File: src/rtl/itch_pkg.sv
// Shared ITCH 5.0 definitions: message type codes, wire type characters,
// per-type message lengths, header offsets and the structured message payload.
package itch_pkg;

  localparam int unsigned CNT_W = 6;

  typedef enum logic [3:0] {
    MSG_NONE     = 4'd0,
    MSG_ADD      = 4'd1,
    MSG_CANCEL   = 4'd2,
    MSG_DELETE   = 4'd3,
    MSG_REPLACE  = 4'd4,
    MSG_EXECUTED = 4'd5,
    MSG_TRADE    = 4'd6
  } msg_type_e;

  typedef enum logic [1:0] {
    ST_IDLE,
    ST_SEND,
    ST_GAP
  } enc_state_e;

  localparam logic [7:0] CHAR_ADD      = 8'h41;
  localparam logic [7:0] CHAR_CANCEL   = 8'h58;
  localparam logic [7:0] CHAR_DELETE   = 8'h44;
  localparam logic [7:0] CHAR_REPLACE  = 8'h55;
  localparam logic [7:0] CHAR_EXECUTED = 8'h45;
  localparam logic [7:0] CHAR_TRADE    = 8'h50;

  localparam logic [CNT_W-1:0] LEN_ADD      = 6'd36;
  localparam logic [CNT_W-1:0] LEN_CANCEL   = 6'd23;
  localparam logic [CNT_W-1:0] LEN_DELETE   = 6'd19;
  localparam logic [CNT_W-1:0] LEN_REPLACE  = 6'd35;
  localparam logic [CNT_W-1:0] LEN_EXECUTED = 6'd31;
  localparam logic [CNT_W-1:0] LEN_TRADE    = 6'd44;

  localparam logic [CNT_W-1:0] OFF_TYPE     = 6'd0;
  localparam logic [CNT_W-1:0] OFF_LOCATE   = 6'd1;
  localparam logic [CNT_W-1:0] OFF_TRACKING = 6'd3;
  localparam logic [CNT_W-1:0] OFF_TS       = 6'd5;
  localparam logic [CNT_W-1:0] OFF_REF      = 6'd11;
  localparam logic [CNT_W-1:0] OFF_BODY     = 6'd19;

  typedef struct packed {
    logic [3:0]  msg_type;
    logic [15:0] stock_locate;
    logic [15:0] tracking_num;
    logic [47:0] timestamp;
    logic [63:0] order_ref;
    logic [63:0] new_order_ref;
    logic [7:0]  side;
    logic [31:0] shares;
    logic [63:0] stock;
    logic [31:0] price;
    logic [63:0] match_num;
  } itch_msg_t;

  function automatic logic is_supported(input logic [3:0] t);
    return (t >= MSG_ADD) && (t <= MSG_TRADE);
  endfunction

  function automatic logic [CNT_W-1:0] msg_len(input logic [3:0] t);
    case (t)
      MSG_ADD:      return LEN_ADD;
      MSG_CANCEL:   return LEN_CANCEL;
      MSG_DELETE:   return LEN_DELETE;
      MSG_REPLACE:  return LEN_REPLACE;
      MSG_EXECUTED: return LEN_EXECUTED;
      MSG_TRADE:    return LEN_TRADE;
      default:      return 6'd0;
    endcase
  endfunction

  function automatic logic [7:0] type_char(input logic [3:0] t);
    case (t)
      MSG_ADD:      return CHAR_ADD;
      MSG_CANCEL:   return CHAR_CANCEL;
      MSG_DELETE:   return CHAR_DELETE;
      MSG_REPLACE:  return CHAR_REPLACE;
      MSG_EXECUTED: return CHAR_EXECUTED;
      MSG_TRADE:    return CHAR_TRADE;
      default:      return 8'h00;
    endcase
  endfunction

endpackage

File: src/rtl/itch_msg_encoder_if.sv
// Message-in / byte-stream-out bundle between a message source and the encoder.
interface itch_msg_encoder_if;
  import itch_pkg::*;

  logic       msg_valid;
  logic       msg_ready;
  itch_msg_t  msg;
  logic [7:0] byte_out;
  logic       valid_out;
  logic       msg_done;
  logic       err_unknown;

  modport master (
    output msg_valid, msg,
    input  msg_ready, byte_out, valid_out, msg_done, err_unknown
  );

  modport slave (
    input  msg_valid, msg,
    output msg_ready, byte_out, valid_out, msg_done, err_unknown
  );
endinterface

File: src/rtl/itch_byte_mux.sv
// Combinational lookup of the wire byte at a given offset of a structured
// message; multi-byte fields go out most-significant byte first.
module itch_byte_mux
  import itch_pkg::*;
(
  input  itch_msg_t        i_msg,
  input  logic [CNT_W-1:0] i_cnt,
  output logic [7:0]       o_byte_c
);

  function automatic logic [7:0] be_byte(input logic [63:0] v, input int nbytes,
                                         input logic [CNT_W-1:0] k);
    int sh;
    sh = 8 * (nbytes - 1 - int'(k));
    return 8'(v >> sh);
  endfunction

  logic [CNT_W-1:0] w_rel;

  always_comb begin
    w_rel    = i_cnt - OFF_BODY;
    o_byte_c = 8'h00;
    if (i_cnt == OFF_TYPE)
      o_byte_c = type_char(i_msg.msg_type);
    else if (i_cnt < OFF_TRACKING)
      o_byte_c = be_byte(64'(i_msg.stock_locate), 2, i_cnt - OFF_LOCATE);
    else if (i_cnt < OFF_TS)
      o_byte_c = be_byte(64'(i_msg.tracking_num), 2, i_cnt - OFF_TRACKING);
    else if (i_cnt < OFF_REF)
      o_byte_c = be_byte(64'(i_msg.timestamp), 6, i_cnt - OFF_TS);
    else if (i_cnt < OFF_BODY)
      o_byte_c = be_byte(i_msg.order_ref, 8, i_cnt - OFF_REF);
    else begin
      // Body layout depends on the type; Trade extends the Add layout with match_num.
      case (i_msg.msg_type)
        MSG_ADD, MSG_TRADE: begin
          if (w_rel == 6'd0)      o_byte_c = i_msg.side;
          else if (w_rel < 6'd5)  o_byte_c = be_byte(64'(i_msg.shares), 4, w_rel - 6'd1);
          else if (w_rel < 6'd13) o_byte_c = be_byte(i_msg.stock, 8, w_rel - 6'd5);
          else if (w_rel < 6'd17) o_byte_c = be_byte(64'(i_msg.price), 4, w_rel - 6'd13);
          else if (i_msg.msg_type == MSG_TRADE && w_rel < 6'd25)
            o_byte_c = be_byte(i_msg.match_num, 8, w_rel - 6'd17);
        end
        MSG_CANCEL: begin
          if (w_rel < 6'd4) o_byte_c = be_byte(64'(i_msg.shares), 4, w_rel);
        end
        MSG_REPLACE: begin
          if (w_rel < 6'd8)       o_byte_c = be_byte(i_msg.new_order_ref, 8, w_rel);
          else if (w_rel < 6'd12) o_byte_c = be_byte(64'(i_msg.shares), 4, w_rel - 6'd8);
          else if (w_rel < 6'd16) o_byte_c = be_byte(64'(i_msg.price), 4, w_rel - 6'd12);
        end
        MSG_EXECUTED: begin
          if (w_rel < 6'd4)       o_byte_c = be_byte(64'(i_msg.shares), 4, w_rel);
          else if (w_rel < 6'd12) o_byte_c = be_byte(i_msg.match_num, 8, w_rel - 6'd4);
        end
        default: o_byte_c = 8'h00;
      endcase
    end
  end

endmodule

File: src/rtl/itch_msg_encoder.sv
// Serializes one structured ITCH order message per handshake into a registered
// big-endian byte stream, with an optional idle gap between messages.
module itch_msg_encoder
  import itch_pkg::*;
#(
  parameter int unsigned IDLE_GAP = 0
)
(
  input  logic              clk,
  input  logic              rst,
  itch_msg_encoder_if.slave bus
);

  // The idle IDLE state after GAP supplies the final gap cycle, so GAP itself is one short.
  localparam logic [3:0] GAP_LOAD = 4'(IDLE_GAP - 2);

  enc_state_e       r_state, w_state_nxt;
  logic [CNT_W-1:0] r_cnt, w_cnt_nxt;
  logic [3:0]       r_gap, w_gap_nxt;
  itch_msg_t        r_msg, w_src;
  logic             r_ready, r_valid, r_done, r_err;
  logic [7:0]       r_byte, w_byte;
  logic             w_accept, w_last;
  logic             w_valid_nxt, w_done_nxt, w_err_nxt, w_ready_nxt;
  logic [CNT_W-1:0] w_len, w_cur_len;

  assign w_accept  = bus.msg_valid && r_ready;
  assign w_src     = w_accept ? bus.msg : r_msg;
  assign w_len     = msg_len(w_src.msg_type);
  assign w_cur_len = msg_len(r_msg.msg_type);
  assign w_last    = (r_state == ST_SEND) && (r_cnt == w_cur_len - 6'd1);

  // Byte lookup runs on next-cycle state so the output can be registered.
  itch_byte_mux u_byte_mux (
    .i_msg    (w_src),
    .i_cnt    (w_cnt_nxt),
    .o_byte_c (w_byte)
  );

  always_ff @(posedge clk or negedge rst) begin
    if (!rst) r_state <= ST_IDLE;
    else      r_state <= w_state_nxt;
  end

  always_comb begin
    w_state_nxt = r_state;
    w_cnt_nxt   = r_cnt;
    w_gap_nxt   = r_gap;
    w_valid_nxt = 1'b0;
    w_err_nxt   = 1'b0;
    w_done_nxt  = 1'b0;
    w_ready_nxt = 1'b0;
    case (r_state)
      ST_IDLE: w_state_nxt = ST_IDLE;
      ST_SEND: begin
        if (w_last) begin
          if (IDLE_GAP > 1) begin
            w_state_nxt = ST_GAP;
            w_gap_nxt   = GAP_LOAD;
          end else begin
            w_state_nxt = ST_IDLE;
          end
        end else begin
          w_cnt_nxt   = r_cnt + 6'd1;
          w_valid_nxt = 1'b1;
        end
      end
      ST_GAP: begin
        if (r_gap == 4'd0) w_state_nxt = ST_IDLE;
        else               w_gap_nxt   = r_gap - 4'd1;
      end
      default: w_state_nxt = ST_IDLE;
    endcase
    // A handshake can only land in IDLE or the last SEND cycle, so it overrides.
    if (w_accept) begin
      if (is_supported(bus.msg.msg_type)) begin
        w_state_nxt = ST_SEND;
        w_cnt_nxt   = 6'd0;
        w_valid_nxt = 1'b1;
      end else begin
        w_state_nxt = ST_IDLE;
        w_err_nxt   = 1'b1;
      end
    end
    w_done_nxt  = w_valid_nxt && (w_cnt_nxt == w_len - 6'd1);
    w_ready_nxt = (w_state_nxt == ST_IDLE) || ((IDLE_GAP == 0) && w_done_nxt);
  end

  always_ff @(posedge clk or negedge rst) begin
    if (!rst) begin
      r_cnt   <= '0;
      r_gap   <= '0;
      r_msg   <= '0;
      r_ready <= 1'b0;
      r_valid <= 1'b0;
      r_byte  <= 8'h00;
      r_done  <= 1'b0;
      r_err   <= 1'b0;
    end else begin
      r_cnt   <= w_cnt_nxt;
      r_gap   <= w_gap_nxt;
      if (w_accept) r_msg <= bus.msg;
      r_ready <= w_ready_nxt;
      r_valid <= w_valid_nxt;
      r_byte  <= w_valid_nxt ? w_byte : 8'h00;
      r_done  <= w_done_nxt;
      r_err   <= w_err_nxt;
    end
  end

  assign bus.msg_ready   = r_ready;
  assign bus.byte_out    = r_byte;
  assign bus.valid_out   = r_valid;
  assign bus.msg_done    = r_done;
  assign bus.err_unknown = r_err;

endmodule

File: src/flat_wrapper.sv
// flat-port wrapper written by rule: the top's interface ports become plain ports
module itch_msg_encoder_flat import itch_pkg::*;
#(
  parameter int unsigned IDLE_GAP = 0
)
  (clk, rst, bus_msg_valid, bus_msg, bus_msg_ready, bus_byte_out, bus_valid_out, bus_msg_done, bus_err_unknown);
  itch_msg_encoder_if bus_i ();
  input  logic clk;
  input  logic rst;
  input wire logic [$bits(bus_i.msg_valid)-1:0] bus_msg_valid;
  input wire logic [$bits(bus_i.msg)-1:0] bus_msg;
  output wire logic [$bits(bus_i.msg_ready)-1:0] bus_msg_ready;
  output wire logic [$bits(bus_i.byte_out)-1:0] bus_byte_out;
  output wire logic [$bits(bus_i.valid_out)-1:0] bus_valid_out;
  output wire logic [$bits(bus_i.msg_done)-1:0] bus_msg_done;
  output wire logic [$bits(bus_i.err_unknown)-1:0] bus_err_unknown;
  assign bus_i.msg_valid = bus_msg_valid;
  assign bus_i.msg = bus_msg;
  assign bus_msg_ready = bus_i.msg_ready;
  assign bus_byte_out = bus_i.byte_out;
  assign bus_valid_out = bus_i.valid_out;
  assign bus_msg_done = bus_i.msg_done;
  assign bus_err_unknown = bus_i.err_unknown;
  itch_msg_encoder #(.IDLE_GAP(IDLE_GAP)) u_core (.clk(clk), .rst(rst), .bus(bus_i));
endmodule
File: config.mk
export PLATFORM = sky130hd
export DESIGN_NAME = itch_msg_encoder_flat
export DESIGN_NICKNAME = d
export VERILOG_FILES = /design/src/rtl/itch_pkg.sv /design/src/rtl/itch_msg_encoder_if.sv /design/src/rtl/itch_byte_mux.sv /design/src/rtl/itch_msg_encoder.sv /design/src/flat_wrapper.sv
export SDC_FILE = /design/constraint.sdc
export NUM_CORES = 1
export LEC_CHECK = 0
export ABC_CLOCK_PERIOD_IN_PS = 9600
export CORE_MARGIN = 10
export CORE_UTILIZATION = 39
export DETAILED_ROUTE_END_ITERATION = 10
export PLACE_DENSITY = 0.7
export SETUP_SLACK_MARGIN = 0.1
export SLEW_MARGIN = 20
export SYNTH_ARGS = -nofsm -noshare
export SYNTH_HDL_FRONTEND = slang
export SYNTH_SLANG_ARGS = --single-unit
File: constraint.sdc
create_clock -name clk -period 9.6 [get_ports clk]
set_clock_uncertainty 0.15 [all_clocks]
set_input_delay 1.92 -clock clk [delete_from_list [all_inputs] [get_ports clk]]
set_output_delay 1.92 -clock clk [all_outputs]
set_load 0.02 [all_outputs]
==> flow_summary.json, run 1 <==
{
  "status": "complete, no violations",
  "antenna_found_initial": 16,
  "synth_enable_flop_cells": 0,
  "hpwl_mm": 64.39,
  "dpl_worst_slack_ns": 1.679,
  "dp_cells": 3782,
  "postCtsSetupRepairBufs": 0,
  "worst_slew_pin_slew_ns": 1.055,
  "portBuffers": 426,
  "synth_cell_types": 94,
  "maxUsedRoutingLayer": "met5",
  "drc": 0,
  "timing.fmax_mhz": 131.1,
  "leakagePower_uw": 0.01438,
  "yosys.area.top_type": "dfrtp_1",
  "register_area_um2": 10910,
  "dieArea_um2": 70550,
  "cts_max_level": 2,
  "synth_area_per_cell_um2": 8.643,
  "async_reset_ff_share_pct": 100.0,
  "finalSetupViolations": 0,
  "drive_gt1_share_pct": 7.511,
  "wl_per_cell_um": 22.41,
  "hp-class": "reg -> reg",
  "arrival_ns": 7.93,
  "fin_tns_setup_ns": 0,
  "synth_warnings": 0,
  "cts_resized": 0,
  "synthTopCellsByArea": "dfrtp_1, nand2_1, mux2i_1",
  "ir_worst_vdd_mv": 0.2086,
  "synth_top_cell_area_share_pct": 46.37,
  "slowest_delay_ns": 0.86,
  "synth_nets": 3160,
  "path_delay_family": "simple AND/OR/NAND/NOR gates",
  "critPathCaptureType": "register",
  "critPathKind": "reg -> reg",
  "ctsLongestPathBuffers": 3,
  "finalCriticalPeriod_ns": 7.628,
  "clockRootBuffer": "clkbuf_16",
  "core_um2": 59350,
  "die_w_um": 265.6,
  "cp.required_ns": 9.90,
  "netlist_instances": 2722,
  "finalWorstSetupSlack_ns": 1.972,
  "tritoncts": "built",
  "io_pins": 427,
  "rows": 89,
  "slew_headroom_pct": 28.90,
  "finalMaxSlewViolations": 0,
  "drt_iter0_markers": 1944,
  "cap_violations": 0,
  "globalRouteOverflowTotal": 0,
  "powerDensity_nw_per_um2": 238.6,
  "grt_pass1_wl_mm": 130.4,
  "cp_num_buf_inv": 3,
  "clk_latency_ns": 0.60,
  "drt_first_pass_iters": 5,
  "grt_max_degree": 170,
  "synth_seq_area_share_pct": 46.37,
  "cts.clk_slew.worst_paths_ns": 0.06,
  "via_per_inst": 5.350,
  "clock_sinks": 436,
  "layout-area-overhead-vs-synth_pct": 27.98,
  "fin_crit_sh_pct": 79.46,
  "cp_slowest_cell": "buf_4",
  "final_nets": 3500,
  "dr_total_vias": 20795,
  "hold_viol_final": 0,
  "crit_chain": "xor2_1 > nand2_1 > ha_1 > xor2_1 > nand2_1 > or4_1 > o31ai_4 > xor2_1 > nor2_4 > ha_1 > inv_1 > xnor2_4 > inv_4 > buf_4 > mux2_2 > mux4_2 > nand2_1 > o2111ai_1 > a2111oi_0 > nor2_1",
  "gp_congestion": 0.9761,
  "whs_ns": 0.3191,
  "grt_setup_unrepaired": "no",
  "cts_hold_buffers": 0,
  "grt_pass1_vias": 20563,
  "die_y_um": 265.6,
  "reg2reg_setup_slack_ns": 1.97,
  "wl_met3_mm": 5.979,
  "drt_wl_total_mm": 87.12,
  "num-fill-cells": 5531,
  "syn_area_um2": 23530,
  "synth_ff_type": "dfrtp_1",
  "wl_met2_mm": 42.55,
  "drtAntennaViolNets": 0,
  "finalNonFillerCells": 3887,
  "crit_fanout": 78,
  "track_usage_pct": 24.03,
  "multi_input_comb_area_um2": 11490,
  "ys_ff_latch": 436,
  "met1_length_mm": 36.20,
  "utilization_pct": 50.73,
  "cp-start-kind": "register",
  "numCtsBuffers": 50,
  "initial_core_util_pct": 39.64
}
==> cell families (layout without fill, tap and decap cells) <==
family | Yosys count | count (layout) | synth area share (%)
adder cells (fa/ha/maj) | 23 | 23 | 1.223
AND/OR/NAND/NOR | 1367 | 1367 | 23.62
buffers and inverters | 284 | 664 | 4.882
other | 0 | 12 | 0
flip-flops | 436 | 436 | 46.37
AO/OA/AOI/OAI | 369 | 369 | 10.55
XOR/XNOR | 25 | 25 | 1.042
multiplexers | 218 | 218 | 12.31
==> cell usage in the layout (no fill, tap or decap), drive strengths merged, types with 19 or more instances in the layout <==
master,netlist,final
clkdlybuf4s50,0,425
mux2i,145,145
nor2,99,99
buf,74,30
clkbuf,93,72
ha,23,23
mux4,55,55
o21ai,83,83
nand3,47,47
nand2,1114,1114
inv,115,117
nor3,19,19
o211ai,23,23
dfrtp,436,436
a31oi,33,33
a21oi,97,97
==> stage by stage <==
stage | total power, uW | area (um2)
6_report | 7184 | 30110
5_1_grt | 7558 | 30100
4_1_cts | 7232 | 30050
3_5_place_dp | 5190 | 28320
3_3_place_gp | 5186 | 28320
2_1_floorplan | 4072 | 23530
==> flip-flops by register name, indices dropped and copies added (netlist names) <==
signal                  count
u_core.bus.msg_done         1
u_core.r_state              2
u_core.bus.err_unknown      1
u_core.r_msg              412
u_core.bus.msg_ready        1
u_core.r_gap                4
u_core.bus.byte_out         8
u_core.bus.valid_out        1
u_core.r_cnt                6
==> final timing paths <==
kind                                             start                                to  cells past startpoint
min                        u_core.r_msg[338]$_DFF_PN0_       u_core.r_msg[338]$_DFF_PN0_                      2
min reg2reg                u_core.r_msg[338]$_DFF_PN0_       u_core.r_msg[338]$_DFF_PN0_                      2
min in group asynchronous                          rst       u_core.r_msg[336]$_DFF_PN0_                      1
max in group asynchronous                          rst       u_core.r_msg[227]$_DFF_PN0_                      2
max reg2reg                u_core.r_msg[409]$_DFF_PN0_  u_core.bus.byte_out[0]$_DFF_PN0_                     20
max                        u_core.r_msg[409]$_DFF_PN0_  u_core.bus.byte_out[0]$_DFF_PN0_                     20
==> power by group <==
part,total (uW),internal [uW],leakage (uW),switching [uW]
combinational,3020,1130,0.00821,1890
sequential,2150,2070,0.00532,84.1
clock,2020,1220,0.000853,796
total,7180,4410,0.0144,2770
==> cells in the mapped netlist (all sizes together) (12+ instances only) <==
library cell     n
buf             74
xnor2           16
a31oi           33
nor2            99
dfrtp          436
a21oi           97
mux4            55
o211ai          23
nor3            19
nand2         1114
ha              23
mux2            18
or3             12
inv            115
clkbuf          93
a311oi          12
mux2i          145
nand3           47
o2111ai         12
o21ai           83
==> worst reg2reg max path, cell delays in order, from the launching register on <==
cell       delay (ns)
dfrtp_1          0.58
xor2_1           0.26
nand2_1          0.09
ha_1             0.31
xor2_1           0.13
nand2_1          0.11
or4_1            0.68
o31ai_4          0.48
xor2_1           0.24
nor2_4           0.37
ha_1             0.35
inv_1            0.18
xnor2_4          0.19
inv_4            0.39
buf_4            0.87
mux2_2           0.51
mux4_2           0.53
nand2_1          0.12
o2111ai_1        0.18
a2111oi_0        0.65
nor2_1           0.10
==> layout make-up <==
cell class,instances,area share [%]
diodes,12,0.09973
clock buffers,72,4.866
clock inverters,20,0.8851
inverters,117,1.488
multi-input cells,2002,38.16
flip-flops and latches,436,36.24
well taps,773,3.212
repair buffers,455,15.05
==> metal layers <==
layer,vias to the layer above,track usage (%)
li1,9814,-
met1,10179,31.27
met2,685,39.84
met3,111,4.669
met4,6,7.551
met5,-,0
No activity file was read; power rests on OpenSTA's default activity.
==> run 2: changes to the inputs <==
ABC_CLOCK_PERIOD_IN_PS = 7900   (was 9600)
clock period = 7.9 ns   (was 9.6 ns; I/O delays follow)
==> flow_summary.json, run 2 (synthesis gave the netlist of run 1 again) <==
{
  "status": "complete, no violations",
  "gp_congestion": 0.9379,
  "grt_pass1_wl_mm": 130.3,
  "globalRouteOverflowTotal": 0,
  "dr_total_vias": 20948,
  "layout-area-overhead-vs-synth_pct": 28.29,
  "die_w_um": 265.6,
  "via_per_inst": 5.381,
  "fin_crit_sh_pct": 93.40,
  "finalCriticalPeriod_ns": 7.379,
  "drive_gt1_share_pct": 7.722,
  "clockRootBuffer": "clkbuf_16",
  "cp.required_ns": 8.27,
  "io_pins": 427,
  "crit_fanout": 13,
  "initial_core_util_pct": 39.64,
  "finalMaxSlewViolations": 0,
  "die_y_um": 265.6,
  "rows": 89,
  "placed_area_um2": 28400,
  "reg2reg_depth": 25,
  "critPathCaptureType": "register",
  "largest_reg_flops": 412,
  "design_area_um2": 30180,
  "fin_tns_setup_ns": 0,
  "cp-startpoint": "u_core.r_msg[409]$_DFF_PN0_",
  "ctsLongestPathBuffers": 3,
  "hold_viol_final": 0,
  "regMostFlops": "u_core.r_msg",
  "worst_slew_pin_slew_ns": 1.081,
  "ir_worst_vdd_mv": 0.1933,
  "drt_wl_total_mm": 86.92,
  "finalSetupViolations": 0,
  "clk_latency_ns": 0.61,
  "portBuffers": 426,
  "leakagePower_uw": 0.01441,
  "drt_iter0_markers": 1905,
  "arrival_ns": 7.75,
  "drtAntennaViolNets": 0,
  "reg2reg_setup_slack_ns": 0.52,
  "clock_sinks": 436,
  "regToRegEndpoint": "u_core.bus.byte_out[4]$_DFF_PN0_",
  "hpwl_mm": 63.02,
  "grt_setup_unrepaired": "no",
  "dieArea_um2": 70550,
  "finalPower_uw": 8808,
  "r2r_start": "u_core.r_msg[409]$_DFF_PN0_",
  "tritoncts": "built",
  "timing.fmax_mhz": 135.5,
  "grt_pass1_vias": 20755,
  "cp-start-kind": "register",
  "antenna_found_initial": 18,
  "final_cell_mix": "nand2_1, dfrtp_1, clkdlybuf4s50_1",
  "powerDensity_nw_per_um2": 291.8,
  "track_usage_pct": 23.94,
  "numCtsBuffers": 51,
  "grt_max_degree": 145,
  "slew_headroom_pct": 27.93,
  "cap_violations": 0,
  "drt_first_pass_iters": 6,
  "wl_per_cell_um": 22.33,
  "endpoint": "u_core.bus.byte_out[4]$_DFF_PN0_",
  "cts_max_level": 2,
  "layout_commonest_cell": "nand2_1",
  "cts.clk_slew.worst_paths_ns": 0.06,
  "hp-class": "reg -> reg",
  "whs_ns": 0.3131,
  "drc": 0,
  "critPathKind": "reg -> reg",
  "final_nets": 3504,
  "core_um2": 59350
}
[run 2: per-stage QoR]
step	worst slack, ns	utilization, %	std cells
after floorplan	0.1419	-	2722
after global placement	0.7729	47.85	3786
after detailed placement	0.6516	47.85	3786
after CTS	0.5640	50.79	3881
after global routing	0.1064	50.84	3891
final	0.5210	50.85	3893
[run 2: report_power, final]
part / switching (uW) / internal, uW / leakage, uW
Clock: 1010 / 1460 / 0.000851
Combinational: 2340 / 1400 / 0.00824
Sequential: 98.9 / 2510 / 0.00532
[run 2: how the worst min path moves through the flow]
stage | startpoint | end | depth (start not counted)
3_5_place_dp | u_core.r_msg[264]$_DFF_PN0_ | u_core.r_msg[264]$_DFF_PN0_ | 2
4_1_cts | u_core.r_msg[221]$_DFF_PN0_ | u_core.r_msg[221]$_DFF_PN0_ | 2
5_1_grt | u_core.r_msg[98]$_DFF_PN0_ | u_core.r_msg[98]$_DFF_PN0_ | 2
6_report | u_core.r_msg[221]$_DFF_PN0_ | u_core.r_msg[221]$_DFF_PN0_ | 2
3_3_place_gp | u_core.r_msg[229]$_DFF_PN0_ | u_core.r_msg[229]$_DFF_PN0_ | 2
2_1_floorplan | u_core.r_msg[312]$_DFF_PN0_ | u_core.r_msg[312]$_DFF_PN0_ | 2
[run 2: worst max-delay path, stage by stage (launching register included)]
cell and delay, ns:
dfrtp_1 0.59, xor2_1 0.28, nand2_1 0.09, ha_1 0.28
xnor2_1 0.24, a21oi_1 0.12, or4_1 0.64, o31ai_4 0.46
mux2_2 0.40, and2_1 0.23, ha_1 0.30, inv_1 0.22
xnor2_4 0.17, inv_4 0.07, ha_1 0.20, a31oi_1 0.50
nand3_1 0.23, nand2_1 0.13, ha_1 0.22, nand2b_1 0.15
or3_1 0.34, a222oi_1 0.52, and2_1 0.29, nand2_1 0.07
a31o_1 0.23, a31oi_1 0.17
[run 2: layout make-up]
cell class / count / area, um2
Antenna cell: 12 / 30.03
Clock buffer: 70 / 1449
Clock inverter: 25 / 296.5
Fill cell: 5549 / 29170
Inverter: 117 / 447.9
Multi-Input combinational cell: 2002 / 11490
Sequential cell: 436 / 10910
Tap cell: 773 / 967.2
Timing Repair Buffer: 458 / 4588
[run 2: repair_timing]
| item | in CTS | in global routing |
|---|---|---|
| gates resized for setup | 0 | 2 |
| buffers inserted | 0 | 0 |
| endpoints found under the setup margin | 0 | 7 |
| hold buffers | 0 | 0 |
| endpoints found under the hold margin | 0 | 0 |
[run 2: per-layer routing]
metal / wire [um] / vias up / GRT usage (%)
met5: 86 / - / 0
met4: 2883 / 12 / 9.203
met3: 6269 / 145 / 5.084
met2: 42110 / 734 / 39.08
met1: 35570 / 10227 / 30.77
li1: - / 9830 / -
==> run 3: changes to the inputs <==
CELL_PAD_IN_SITES_DETAIL_PLACEMENT = 2   (was unset)
CELL_PAD_IN_SITES_GLOBAL_PLACEMENT = 2   (was unset)
CORE_UTILIZATION = 32   (was 39)
MAX_ROUTING_LAYER = met4   (was unset)
PLACE_DENSITY = 0.89   (was 0.7)
==> flow_summary.json, run 3 (synthesis gave the netlist of run 1 again) <==
{
  "tritoncts": "built",
  "numCtsBuffers": 51,
  "die_w_um": 291.2,
  "finalCriticalPeriod_ns": 7.348,
  "critPathCaptureType": "register",
  "num-fill-cells": 7923,
  "cts.clk_slew.worst_paths_ns": 0.06,
  "grt_pass1_wl_mm": 165.1,
  "grt_pass1_vias": 25070,
  "portBuffers": 426,
  "finalMaxSlewViolations": 0,
  "clockRootBuffer": "clkbuf_16",
  "arrival_ns": 7.69,
  "hold_viol_final": 0,
  "ir_worst_vdd_mv": 0.1765,
  "clk_latency_ns": 0.60,
  "layout-area-overhead-vs-synth_pct": 29.20,
  "slew_headroom_pct": 26.29,
  "grt_setup_unrepaired": "no",
  "dpl_worst_slack_ns": 0.3104,
  "hpwl_mm": 83.01,
  "finalSetupViolations": 0,
  "finalWorstSetupSlack_ns": 0.5517,
  "layout_commonest_cell": "nand2_1",
  "swShare_pct": 41.92,
  "power.internal_uw": 5266,
  "power_frac_seq_pct": 29.1,
  "timing.fmax_mhz": 136.1,
  "drc": 0,
  "grt_max_degree": 156,
  "regMostFlops": "u_core.r_msg",
  "drt_first_pass_iters": 5,
  "crit_fanout": 51,
  "fin_tns_setup_ns": 0,
  "track_usage_pct": 26.02,
  "rows": 99,
  "cp.required_ns": 8.24,
  "cap_violations": 0,
  "drt_wl_total_mm": 111.7,
  "drive_gt1_share_pct": 8.031,
  "dieArea_um2": 84770,
  "initial_core_util_pct": 32.25,
  "io_pins": 427,
  "fin_crit_sh_pct": 93.02,
  "via_per_inst": 5.433,
  "gp_congestion": 0.9617,
  "largest_reg_flops": 412,
  "cp-start-kind": "register",
  "critPathKind": "reg -> reg",
  "cts_hold_buffers": 0,
  "ctsLongestPathBuffers": 3,
  "worst_slew_pin_slew_ns": 1.106,
  "core_um2": 72960,
  "antenna_found_initial": 10,
  "dr_total_vias": 22168,
  "hp-class": "reg -> reg",
  "status": "complete, no violations",
  "final_cell_mix": "nand2_1, dfrtp_1, clkdlybuf4s50_1",
  "drt_iter0_markers": 1596,
  "leakagePower_uw": 0.01442,
  "die_y_um": 291.2,
  "combPwrFrac_pct": 44.7,
  "final_nets": 3513,
  "powerDensity_nw_per_um2": 298.3,
  "drtAntennaViolNets": 0,
  "power_frac_clock_pct": 26.2,
  "clock_sinks": 436,
  "finalPower_uw": 9067,
  "wl_per_cell_um": 27.38,
  "cts_max_level": 2,
  "globalRouteOverflowTotal": 0,
  "p_sw_uw": 3801
}
==> run 3: final cells by class <==
| cell class | instances | area [um2] | area share (%) |
|---|---|---|---|
| Antenna cell | 8 | 20.02 | 0.06586 |
| Tap cell | 959 | 1200 | 3.947 |
| Clock buffer | 75 | 1538 | 5.059 |
| Timing Repair Buffer | 467 | 4643 | 15.27 |
| Inverter | 117 | 450.4 | 1.482 |
| Sequential cell | 436 | 10910 | 35.90 |
| Clock inverter | 16 | 132.6 | 0.4363 |
| Multi-Input combinational cell | 2002 | 11500 | 37.84 |
==> run 3: final timing paths <==
check	depth (start not counted)	slack (ns)	end	from
worst max-delay path	25	0.55	u_core.bus.byte_out[0]$_DFF_PN0_	u_core.r_msg[408]$_DFF_PN0_
worst min-delay path	2	0.32	u_core.r_msg[317]$_DFF_PN0_	u_core.r_msg[317]$_DFF_PN0_
worst max register to register	25	0.55	u_core.bus.byte_out[0]$_DFF_PN0_	u_core.r_msg[408]$_DFF_PN0_
worst min register to register	2	0.32	u_core.r_msg[317]$_DFF_PN0_	u_core.r_msg[317]$_DFF_PN0_
max in group asynchronous	2	5.37	u_core.r_msg[409]$_DFF_PN0_	rst
min in group asynchronous	1	0.81	u_core.r_msg[107]$_DFF_PN0_	rst
==> run 3: timing repair <==
item	in CTS	in global routing
resized for setup	0	3
setup buffers	0	5
hold endpoints to repair	0	0
endpoints found under the setup margin	0	8
==> run 3: critical path, cell delays in order (launching register included) <==
cell and delay [ns]:
dfrtp_1 0.58, xor2_1 0.30, nand2_1 0.11, ha_1 0.29, xnor2_1 0.25, a21oi_1 0.12
or4_1 0.65, o31ai_4 0.41, mux2_2 0.40, and2_1 0.23, ha_1 0.33, inv_1 0.25
xnor2_4 0.18, buf_6 0.40, ha_1 0.23, inv_1 0.05, a31oi_1 0.28, nand3_1 0.15
nand2_1 0.18, ha_1 0.26, nand3_1 0.07, nor2_1 0.07, o2111ai_1 0.41, o221ai_1 0.27
a2111oi_0 0.49, nor2_1 0.10
==> run 3: stage by stage <==
stage / utilization, % / hold slack (ns) / instance area, um2 / std cells
final: 41.66 / 0.3200 / 30400 / 4080
after global routing: 41.66 / 0.3542 / 30400 / 4080
after CTS: 41.57 / 0.3258 / 30330 / 4067
after detailed placement: 39.28 / 0.3114 / 28660 / 3976
after global placement: 39.28 / 0.3013 / 28660 / 3976
after floorplan: - / 0.2844 / 23530 / 2722
==> run 3: power by group through the flow <==
stage               Sequential, uW  Combinational [uW]  Clock (uW)
floorplan                     2620                2330           0
global placement              2650                3870           0
detailed placement            2670                3990           0
CTS                           2630                4040        2410
global route                  2660                4300        2510
finish                        2640                4060        2380
==> run 3: per-layer routing <==
layer	routed length, um	up-vias	global-route usage, %	share of wire (%)
li1	-	9808	-	-
met1	45350	11605	30.36	41
met2	57130	573	44.86	51
met3	4734	182	3.599	4.2
met4	4479	0	10.04	4.0
met5	0	-	-	0
